--- src/rtl/instr_fetch_buffer.sv ---
// Sequential instruction prefetcher feeding decode through a small PC-tagged FIFO.
// Optional IFB_BYPASS_EN forwards an acked word straight to decode while the FIFO is empty.
module instr_fetch_buffer #(
  parameter int unsigned DEPTH    = 4,
  parameter logic [31:0] RESET_PC = 32'h0000_0000,
  parameter int unsigned PC_STEP  = 4
) (
  input  logic                   clk_i,
  input  logic                   rst_i,
  input  logic                   redirect_i,
  input  logic [31:0]            redirect_pc_i,
  output logic                   mem_req_o,
  output logic [31:0]            mem_addr_o,
  input  logic                   mem_ack_i,
  input  logic [31:0]            mem_data_i,
  output logic                   instr_valid_o,
  output logic [31:0]            instr_o,
  output logic [31:0]            instr_pc_o,
  input  logic                   instr_ready_i,
  output logic [$clog2(DEPTH):0] count_o
);
  localparam int unsigned AW      = $clog2(DEPTH);
  localparam int unsigned CW      = AW + 1;
  localparam logic [CW-1:0] DEPTH_C = CW'(DEPTH);
  localparam logic [31:0]   STEP_C  = 32'(PC_STEP);

  typedef enum logic [1:0] {ST_IDLE = 2'd0, ST_WAIT = 2'd1, ST_DROP = 2'd2} state_t;

  state_t        state_r, state_s;
  logic [31:0]   fetch_pc_r, fetch_pc_s;
  logic [31:0]   req_addr_r, req_addr_s;
  logic [31:0]   data_mem_r [DEPTH];
  logic [31:0]   pc_mem_r   [DEPTH];
  logic [AW-1:0] rd_ptr_r, rd_ptr_s, wr_ptr_r, wr_ptr_s;
  logic [CW-1:0] count_r, count_s, remain_s;
  logic          valid_r, valid_s;
  logic [31:0]   instr_r, instr_s, instr_pc_r, instr_pc_s;
  logic          ack_push_s, push_s, pop_s, bypass_take_s;

  // Handshake qualifiers; a redirect cancels both the push and the pop of its cycle
  always_comb begin
    ack_push_s = (state_r == ST_WAIT) && mem_ack_i && !redirect_i;
    pop_s      = valid_r && instr_ready_i && !redirect_i;
  end

`ifdef IFB_BYPASS_EN
  logic bypass_vld_s;
  assign bypass_vld_s  = ack_push_s && (count_r == {CW{1'b0}});
  assign bypass_take_s = bypass_vld_s && instr_ready_i;
  assign instr_valid_o = valid_r || bypass_vld_s;
  assign instr_o       = bypass_vld_s ? mem_data_i : instr_r;
  assign instr_pc_o    = bypass_vld_s ? fetch_pc_r : instr_pc_r;
`else
  assign bypass_take_s = 1'b0;
  assign instr_valid_o = valid_r;
  assign instr_o       = instr_r;
  assign instr_pc_o    = instr_pc_r;
`endif

  assign push_s     = ack_push_s && !bypass_take_s;
  assign mem_req_o  = (state_r != ST_IDLE);
  assign mem_addr_o = req_addr_r;
  assign count_o    = count_r;

  // Fetch FSM next state, request address and fetch PC
  always_comb begin
    state_s    = state_r;
    req_addr_s = req_addr_r;
    fetch_pc_s = fetch_pc_r;
    case (state_r)
      ST_IDLE: begin
        if (!redirect_i && (count_r < DEPTH_C)) begin
          state_s    = ST_WAIT;
          req_addr_s = fetch_pc_r;
        end else begin
          state_s = ST_IDLE;
        end
      end
      ST_WAIT: begin
        if (mem_ack_i) begin
          state_s = ST_IDLE;
        end else if (redirect_i) begin
          state_s = ST_DROP;
        end else begin
          state_s = ST_WAIT;
        end
      end
      ST_DROP: begin
        if (mem_ack_i) begin
          state_s = ST_IDLE;
        end else begin
          state_s = ST_DROP;
        end
      end
      default: state_s = ST_IDLE;
    endcase
    if (redirect_i) begin
      fetch_pc_s = redirect_pc_i & 32'hFFFF_FFFC;
    end else if (ack_push_s) begin
      fetch_pc_s = fetch_pc_r + STEP_C;
    end else begin
      fetch_pc_s = fetch_pc_r;
    end
  end

  // FIFO pointers, occupancy and the registered head entry
  always_comb begin
    rd_ptr_s   = rd_ptr_r;
    wr_ptr_s   = wr_ptr_r;
    count_s    = count_r;
    instr_s    = instr_r;
    instr_pc_s = instr_pc_r;
    if (redirect_i) begin
      rd_ptr_s = {AW{1'b0}};
      wr_ptr_s = {AW{1'b0}};
      count_s  = {CW{1'b0}};
    end else begin
      if (push_s) wr_ptr_s = wr_ptr_r + AW'(1);
      else        wr_ptr_s = wr_ptr_r;
      if (pop_s) rd_ptr_s = rd_ptr_r + AW'(1);
      else       rd_ptr_s = rd_ptr_r;
      case ({push_s, pop_s})
        2'b10:   count_s = count_r + CW'(1);
        2'b01:   count_s = count_r - CW'(1);
        default: count_s = count_r;
      endcase
    end
    remain_s = pop_s ? (count_r - CW'(1)) : count_r;
    valid_s  = (count_s != {CW{1'b0}});
    // The new head is either already stored or is the word being pushed into an emptied FIFO
    if (!valid_s) begin
      instr_s    = instr_r;
      instr_pc_s = instr_pc_r;
    end else if (remain_s == {CW{1'b0}}) begin
      instr_s    = mem_data_i;
      instr_pc_s = fetch_pc_r;
    end else begin
      instr_s    = data_mem_r[rd_ptr_s];
      instr_pc_s = pc_mem_r[rd_ptr_s];
    end
  end

  // State, storage and output registers
  always_ff @(posedge clk_i or negedge rst_i) begin
    if (!rst_i) begin
      state_r    <= ST_IDLE;
      fetch_pc_r <= RESET_PC;
      req_addr_r <= RESET_PC;
      rd_ptr_r   <= {AW{1'b0}};
      wr_ptr_r   <= {AW{1'b0}};
      count_r    <= {CW{1'b0}};
      valid_r    <= 1'b0;
      instr_r    <= 32'h0000_0000;
      instr_pc_r <= 32'h0000_0000;
      for (int unsigned i = 0; i < DEPTH; i++) begin
        data_mem_r[i] <= 32'h0000_0000;
        pc_mem_r[i]   <= 32'h0000_0000;
      end
    end else begin
      state_r    <= state_s;
      fetch_pc_r <= fetch_pc_s;
      req_addr_r <= req_addr_s;
      rd_ptr_r   <= rd_ptr_s;
      wr_ptr_r   <= wr_ptr_s;
      count_r    <= count_s;
      valid_r    <= valid_s;
      instr_r    <= instr_s;
      instr_pc_r <= instr_pc_s;
      if (push_s) begin
        data_mem_r[wr_ptr_r] <= mem_data_i;
        pc_mem_r[wr_ptr_r]   <= fetch_pc_r;
      end
    end
  end

  instr_fetch_buffer_chk #(.DEPTH(DEPTH)) u_chk (
    .clk_i   (clk_i),
    .rst_i   (rst_i),
    .push_i  (push_s),
    .count_i (count_r)
  );
endmodule

// Simulation-only protocol checks for instr_fetch_buffer.
module instr_fetch_buffer_chk #(
  parameter int unsigned DEPTH = 4
) (
  input logic                   clk_i,
  input logic                   rst_i,
  input logic                   push_i,
  input logic [$clog2(DEPTH):0] count_i
);
  localparam int unsigned CW = $clog2(DEPTH) + 1;
  localparam logic [CW-1:0] DEPTH_C = CW'(DEPTH);

  // Room accounting must never let a word arrive for a full FIFO
  a_no_push_full: assert property (@(posedge clk_i) disable iff (!rst_i) !(push_i && (count_i == DEPTH_C)));
endmodule

--- config.mk ---
export PLATFORM = sky130hd
export DESIGN_NAME = instr_fetch_buffer
export DESIGN_NICKNAME = d
export VERILOG_FILES = /design/src/rtl/instr_fetch_buffer.sv
export SDC_FILE = /design/constraint.sdc
export NUM_CORES = 1
export LEC_CHECK = 0
export ABC_AREA = 1
export BUFFER_PORTS_ARGS = -buffer_cell sky130_fd_sc_hd__buf_2
export CAP_MARGIN = 20
export CORE_MARGIN = 8
export CORE_UTILIZATION = 55
export CTS_CLUSTER_DIAMETER = 60
export DETAILED_ROUTE_END_ITERATION = 7
export GPL_ROUTABILITY_DRIVEN = 0
export PLACE_DENSITY = 0.73
export SLEW_MARGIN = 0
export SYNTH_ARGS = -nofsm -noshare
export SYNTH_HDL_FRONTEND = slang
export SYNTH_HIERARCHICAL = 1
export SYNTH_SLANG_ARGS = --single-unit
--- constraint.sdc ---
create_clock -name clk_i -period 5.4 [get_ports clk_i]
set_input_delay 0.81 -clock clk_i [delete_from_list [all_inputs] [get_ports clk_i]]
set_output_delay 0.81 -clock clk_i [all_outputs]
set_load 0.03 [all_outputs]
==> results by group, run 1 <==
Outcome
  – Status: finished, final reports clean

Critical path
  – Critical path's slowest cell: buf_4
  – Reg2Reg Setup Slack: 2180 ps
  – Most used cell, CP: nand2_1
  – Critical Path Start: redirect_i
  – Critical Path Start Type: input port
  – Buf+Inv Stages, Crit Path: 5
  – Setup crit end kind: flip-flop
  – CP arrival: 3660 ps
  – Reg-to-reg startpoint: state_r[1]
  – Top delay family on crit path: buffers and inverters
  – Delay of the slowest critical-path stage: 460 ps
  – Critical path class: in -> reg
  – Crit path required time: roughly 5800 ps
  – Max FO, Critical Path: 39
  – Cells along the critical path: buf_2 -> nor2_4 -> inv_1 -> ha_1 -> inv_1 -> nand2_1 -> nand2_1 -> nand2_1 -> nand2_1 -> nand2_4 -> buf_4 -> nand2_1 -> inv_1 -> a21oi_1

Logic synthesis
  – Syn avg cell area: 7.93 um2
  – Sequential-to-total area share from yosys stat: between 50% and 60%
  – Mapped Area: between 0.015 and 0.02 mm2
  – Synth unique cells: 31
  – Cell count after synthesis: 2246
  – Synth warnings: 6
  – Synth Register Bits: 380

Floorplan
  – Die span in y: about 200 um
  – Row cnt: 66
  – Starting Density: a little under three fifths
  – Die Width: slightly below 200 um
  – Core area: 0.0322 mm2
  – I/O Pins: 170
  – Die area: 0.0384 mm2

GRT
  – First-pass GRT wire length: roughly 80000 um
  – Largest net degree at the start of global routing: roughly 150
  – GRT Overall Usage: 25.4%
  – Initial antenna violation count: 2
  – Number of global-route vias before repair: around 15000
  – Grt total ovfl: 0

STA
  – RSZ-0062 raised after global routing: no
  – Final setup TNS: 0 ps
  – Final Hold Fails: 0
  – Fin crit share: approximately 60%
  – Final setup violating endpoints: 0
  – Final Skew: approximately 10 ps
  – Fin. max-slew vios: 0
  – Least-Margin Pin Slew: ~1100 ps
  – Min Tclk post-route: approximately 3200 ps
  – FMAX: between 300 and 400 MHz
  – Slew headroom: roughly 26%

Power and ir drop
  – Leakage power: around 10 nW
  – Power per cell area: slightly below 500 mW/mm2
  – Worst VDD drop: roughly 0.3 mV

Clocking
  – CTS Buf Count: 42
  – Clk root buf: clkbuf_16
  – Worst-path clk slew: 60 ps
  – Clock Tree Buf Depth: 3
  – H-tree depth: 2
  – Clock latency at the later pin of the worst-skew pair: 530 ps
  – Cts hold-fix bufs: 0
  – Clk sinks: 380
  – Post-CTS setup buffer count: 0
  – CTS tree: done
  – Post-cts sizing count: 0

Job
  – Max-cap violations: 0

Routing
  – Starting DRC count in detailed routing: 1359
  – DRT Pass-1 Iters: 6
  – Drc violations: 0
  – Routed Antenna Nets: 0
  – DR vias: between 15000 and 20000
  – Post-DR wirelength/cell: 17.5 um
  – Routed WL: 48600 um
  – Vias per cell: 5.67

Finish
  – Commonest non-fill, non-tap cell in the layout: nand2_1
  – Layout cells sized above 1: roughly 12%
  – Fillcell total: approximately 2800
  – FF+latch area: between 0.009 and 0.01 mm2
  – Post-Layout Cell Count: around 2800
  – Nets: between 2000 and 2500
  – Area Overhead vs Synth: 13.3%
  – Most frequent cells in the layout: nand2_1 (679), dfrtp_1 (380), nand3_1 (337)
  – Multi-input logic area: roughly 0.007 mm2

Hold path
  – Worst hold path type: in -> async

Placement
  – I/O Buffers: 163
  – Dpl cells: between 2000 and 3000
  – Hpwl dp: about 30000 um
-- final timing paths --
kind	endpoint	cells after the start
worst min-delay path	pc_mem_r[37]	1
min in group clk_i	mem_addr_o[19]	2
worst max-delay path	instr_o[16]	14
max in group asynchronous	mem_addr_o[24]	2
worst max register to register	instr_o[16]	15
worst min register to register	mem_addr_o[19]	2
-- cells in the mapped netlist --
cell | count | share of area [%]
a211oi_1 | 1 | 0.042
a21oi_1 | 68 | 1.9
a21oi_2 | 1 | 0.049
a31oi_1 | 1 | 0.035
buf_1 | 2 | 0.042
buf_2 | 68 | 1.9
buf_4 | 6 | 0.25
buf_6 | 5 | 0.32
clkbuf_1 | 67 | 1.4
conb_1 | 1 | 0.021
dfrtp_1 | 380 | 53
ha_1 | 9 | 0.63
inv_1 | 153 | 3.2
inv_2 | 3 | 0.063
nand2_1 | 683 | 14
nand2_2 | 4 | 0.14
nand3_1 | 339 | 9.5
nand3_2 | 1 | 0.056
nand4_1 | 3 | 0.11
nor2_1 | 118 | 2.5
nor2_2 | 2 | 0.070
nor2_4 | 1 | 0.063
nor3_1 | 3 | 0.084
nor3b_1 | 1 | 0.042
o211ai_1 | 12 | 0.51
o21ai_0 | 292 | 8.2
o21ai_1 | 2 | 0.056
o221ai_1 | 3 | 0.15
o31ai_1 | 1 | 0.042
or2_2 | 2 | 0.070
xor2_1 | 14 | 0.69
-- through the flow --
step | util (%) | setup slack (ps) | hold WS, ps | total power [mW] | cell area [um2]
after floorplan | - | 2540 | 453 | 6.06 | 17800
after global placement | 58.2 | 1710 | 464 | 6.93 | 18800
after detailed placement | 58.2 | 1640 | 467 | 7.02 | 18800
after CTS | 62.5 | 2200 | 326 | 9.89 | 20100
after global routing | 62.6 | 1880 | 360 | 10.4 | 20200
final | 62.6 | 2150 | 290 | 9.84 | 20200
-- power breakdown --
group          internal (mW)  switching, mW  leakage [nW]  total [mW]
clock                   1.71           1.14         0.684        2.86
sequential              3.62          0.470          4.91        4.09
combinational          0.877           2.01          4.37        2.89
-- logic make-up after synthesis --
| kind of cell | after synthesis | synth area share [%] |
|---|---|---|
| flops | 380 | 53.4 |
| buf+inv | 304 | 7.22 |
| fa+ha+maj | 9 | 0.632 |
| other cells | 1 | 0.0211 |
| simple gates | 1157 | 27.0 |
| compound gates | 381 | 11.0 |
| xor+xnor | 14 | 0.689 |
-- flip-flops by register name, indices dropped and copies added (netlist names) --
| name | count |
|---|---|
| pc_mem_r | 120 |
| count_o | 3 |
| mem_addr_o | 30 |
| data_mem_r | 128 |
| instr_pc_o | 30 |
| instr_o | 32 |
| fetch_pc_r | 30 |
| wr_ptr_r | 2 |
| rd_ptr_r | 2 |
| instr_valid_o | 1 |
| state_r | 2 |
-- cell type report --
cell class	instances	area share [%]
Sequential cell	380	47.1
Multi-Input combinational cell	1565	35.2
Clock buffer	68	6.54
Timing Repair Buffer	188	5.37
Inverter	156	2.90
Tap cell	408	2.53
Clock inverter	7	0.347
Antenna cell	1	0.0124
-- routing by layer --
metal / GRT usage [%] / wire length [um] / up-vias
li1: - / - / 7465
met1: 33.2 / 20500 / 7527
met2: 42.4 / 23000 / 626
met3: 4.68 / 3810 / 99
met4: 8.00 / 1310 / 2
met5: 0 / 13 / -
Note: power is estimated with default switching activity, not from simulation.
==> inputs of run 2 (changes only) <==
--- a/config.mk
+++ b/config.mk
@@ -9,11 +9,11 @@
 export BUFFER_PORTS_ARGS = -buffer_cell sky130_fd_sc_hd__buf_2
 export CAP_MARGIN = 20
 export CORE_MARGIN = 8
-export CORE_UTILIZATION = 55
+export CORE_UTILIZATION = 54
 export CTS_CLUSTER_DIAMETER = 60
 export DETAILED_ROUTE_END_ITERATION = 7
 export GPL_ROUTABILITY_DRIVEN = 0
-export PLACE_DENSITY = 0.73
+export PLACE_DENSITY = 0.75
 export SLEW_MARGIN = 0
 export SYNTH_ARGS = -nofsm -noshare
 export SYNTH_HDL_FRONTEND = slang
==> constraint.sdc (replaced) <==
create_clock -name clk_i -period 2.9 [get_ports clk_i]
set_input_delay 0.435 -clock clk_i [delete_from_list [all_inputs] [get_ports clk_i]]
set_output_delay 0.435 -clock clk_i [all_outputs]
set_load 0.03 [all_outputs]
==> results by group, run 2 (same netlist as run 1, synthesis figures left out) <==
Outcome
  – Status: finished, final reports clean

Finish
  – Commonest non-fill, non-tap cell in the layout: nand2_1
  – Post-Layout Cell Count: 2825 (+1.9%)
  – Largest Register: data_mem_r
  – Flip-flop count of the largest register after layout: 128 (unchanged)
  – Nets: 2429 (+0.75%)
  – # diodes: 0 (-1)
  – Most frequent cells in the layout: nand2_1 (679), dfrtp_1 (380), nand3_1 (336)
  – Layout cells sized above 1: 12.4% (+0.87 points)
  – Fillcell total: 2870 (+3.0%)
  – Area Overhead vs Synth: 15.9%

Placement
  – Hpwl dp: 30900 um (+3.4%)
  – Dpl cells: 2748 (+1.9%)
  – I/O Buffers: 163 (unchanged)

STA
  – FMAX: between 300 and 400 MHz
  – Final Skew: 26.1 ps (+15.8 ps)
  – Slew headroom: 52.7% (+27 points)
  – Min Tclk post-route: 2620 ps
  – Fin crit share: roughly 90%
  – Least-Margin Pin Slew: 710 ps (-407 ps)
  – Final setup violating endpoints: 0 (unchanged)
  – Final Hold Fails: 0 (unchanged)
  – RSZ-0062 raised after global routing: no
  – Final setup TNS: 0 ps (unchanged)
  – Fin. max-slew vios: 0 (unchanged)

Critical path
  – Critical Path Start Type: flip-flop
  – Delay of the slowest critical-path stage: 390 ps (-70 ps)
  – Max FO, Critical Path: 26 (-33%)
  – Buf+Inv Stages, Crit Path: 4 (-1)
  – Reg2Reg Setup Slack: 280 ps (-1900 ps)
  – Top delay family on crit path: simple AND/OR/NAND/NOR gates
  – FF-to-FF End: instr_o[18]
  – CP arrival: 3040 ps (-620 ps)
  – Setup crit end kind: flip-flop
  – Crit path required time: 3320 ps (-2500 ps)
  – Critical path class: reg -> reg
  – R2R depth: 12 (-3)
  – Critical path's slowest cell: ha_1
  – Most used cell, CP: inv_1
  – Cells along the critical path: inv_1 -> nand3_2 -> nor2_4 -> inv_1 -> ha_1 -> a21oi_1 -> nand2_1 -> nand2_4 -> buf_4 -> nand2_1 -> inv_1 -> a21oi_1
  – Reg-to-reg startpoint: state_r[1]

Floorplan
  – Core area: 0.0325 mm2 (+1.0%)
  – Die Width: 198 um (+0.85%)
  – Starting Density: 54.7% (-0.56 points)
  – Die span in y: 198 um (+0.85%)
  – Die area: 0.0390 mm2 (+1.7%)
  – I/O Pins: 170 (unchanged)
  – Row cnt: 66 (unchanged)

GRT
  – Number of global-route vias before repair: 15400 (+0.084%)
  – GRT Overall Usage: 25.4% (+0.060 points)
  – Initial antenna violation count: 0 (-2)
  – First-pass GRT wire length: 81200 um (+1.4%)
  – Largest net degree at the start of global routing: 125 (-14%)
  – Grt total ovfl: 0 (unchanged)

Clocking
  – Worst-path clk slew: 60 ps (about the same)
  – Post-CTS setup buffer count: 0 (unchanged)
  – Clk root buf: clkbuf_16
  – H-tree depth: 2 (unchanged)
  – CTS Buf Count: 42 (unchanged)
  – Clock Tree Buf Depth: 3 (unchanged)
  – CTS tree: done
  – Clock latency at the later pin of the worst-skew pair: 550 ps (+20 ps)
  – Clk sinks: 380 (unchanged)

Routing
  – Routed WL: 49700 um (+2.3%)
  – Starting DRC count in detailed routing: 1541 (+13%)
  – Post-DR wirelength/cell: 17.6 um (+0.43%)
  – Routed Antenna Nets: 0 (unchanged)
  – DRT Pass-1 Iters: 7 (+1)
  – DR vias: 15900 (+1.3%)
  – Drc violations: 0 (unchanged)
  – Vias per cell: 5.63 (-0.60%)

Power and ir drop
  – Worst VDD drop: 0.745 mV (+150%)
  – Leakage power: 10.2 nW (+2.2%)
  – Power per cell area: 910 mW/mm2 (+87%)

Hold path
  – Worst hold path type: in -> reg
  – WHS Endpoint: state_r[1]
  – Hold_sp: mem_ack_i
  – Hold Crit Depth: 2

Job
  – Max-cap violations: 0 (unchanged)
==> run 2: cell count changes in the layout (fill, tap and decap cells not counted), sizes merged, moves of 4 or more <==
cell    change
clkinv      +6
bufinv      +4
clkbuf      -7
buf        +17
==> run 2: final cells by class <==
cell class,count,area (um2),area share (%)
Clock buffer,61,1260,6.12
Tap cell,442,553,2.68
Timing Repair Buffer,206,1400,6.79
Inverter,156,586,2.84
Sequential cell,380,9510,46.1
Clock inverter,15,230,1.12
Multi-Input combinational cell,1565,7100,34.4
==> run 2: metal layers <==
metal  vias to the layer above  global-route usage (%)  wire length [um]
met1                      7612                    34.2             21000
li1                       7489                       -                 -
met5                         -                       0                 0
met2                       709                    40.5             22900
met4                         0                    9.51              1620
met3                       107                    5.01              4120
==> run 2: through the flow <==
step | total power [mW] | util (%) | area (um2) | hold WS [ps] | setup slack, ps
after floorplan | 11.3 | - | 17800 | 139 | 419
after global placement | 13.0 | 58.8 | 19100 | 401 | 215
after detailed placement | 13.2 | 58.8 | 19100 | 389 | 142
after CTS | 18.9 | 63.4 | 20600 | 63.5 | 201
after global routing | 19.8 | 63.4 | 20600 | 77.9 | 72.8
final | 18.8 | 63.4 | 20600 | 91.2 | 278
==> run 2: how the worst max path moves through the flow <==
stage,to,from,slack [ps],cells after the start
CTS,instr_o[26],state_r[1],200,15
global route,instr_o[18],state_r[1],70,12
detailed placement,instr_o[26],mem_ack_i,140,15
global placement,instr_o[16],mem_ack_i,220,14
finish,instr_o[18],state_r[1],280,12
floorplan,instr_o[0],redirect_i,420,15
==> run 2: what timing repair did <==
item / in CTS / in global routing
hold endpoints to repair: 51 / 0
gates resized for setup: 0 / 1
hold buffers: 1 / 0
endpoints found under the setup margin: 0 / 13
==> run 2: power breakdown <==
group	leakage, nW	internal, mW	switching (mW)	total [mW]
Combinational	4.53	1.72	3.76	5.48
Sequential	4.91	6.74	0.900	7.64
Clock	0.739	3.48	2.19	5.67
Total	10.2	11.9	6.85	18.8
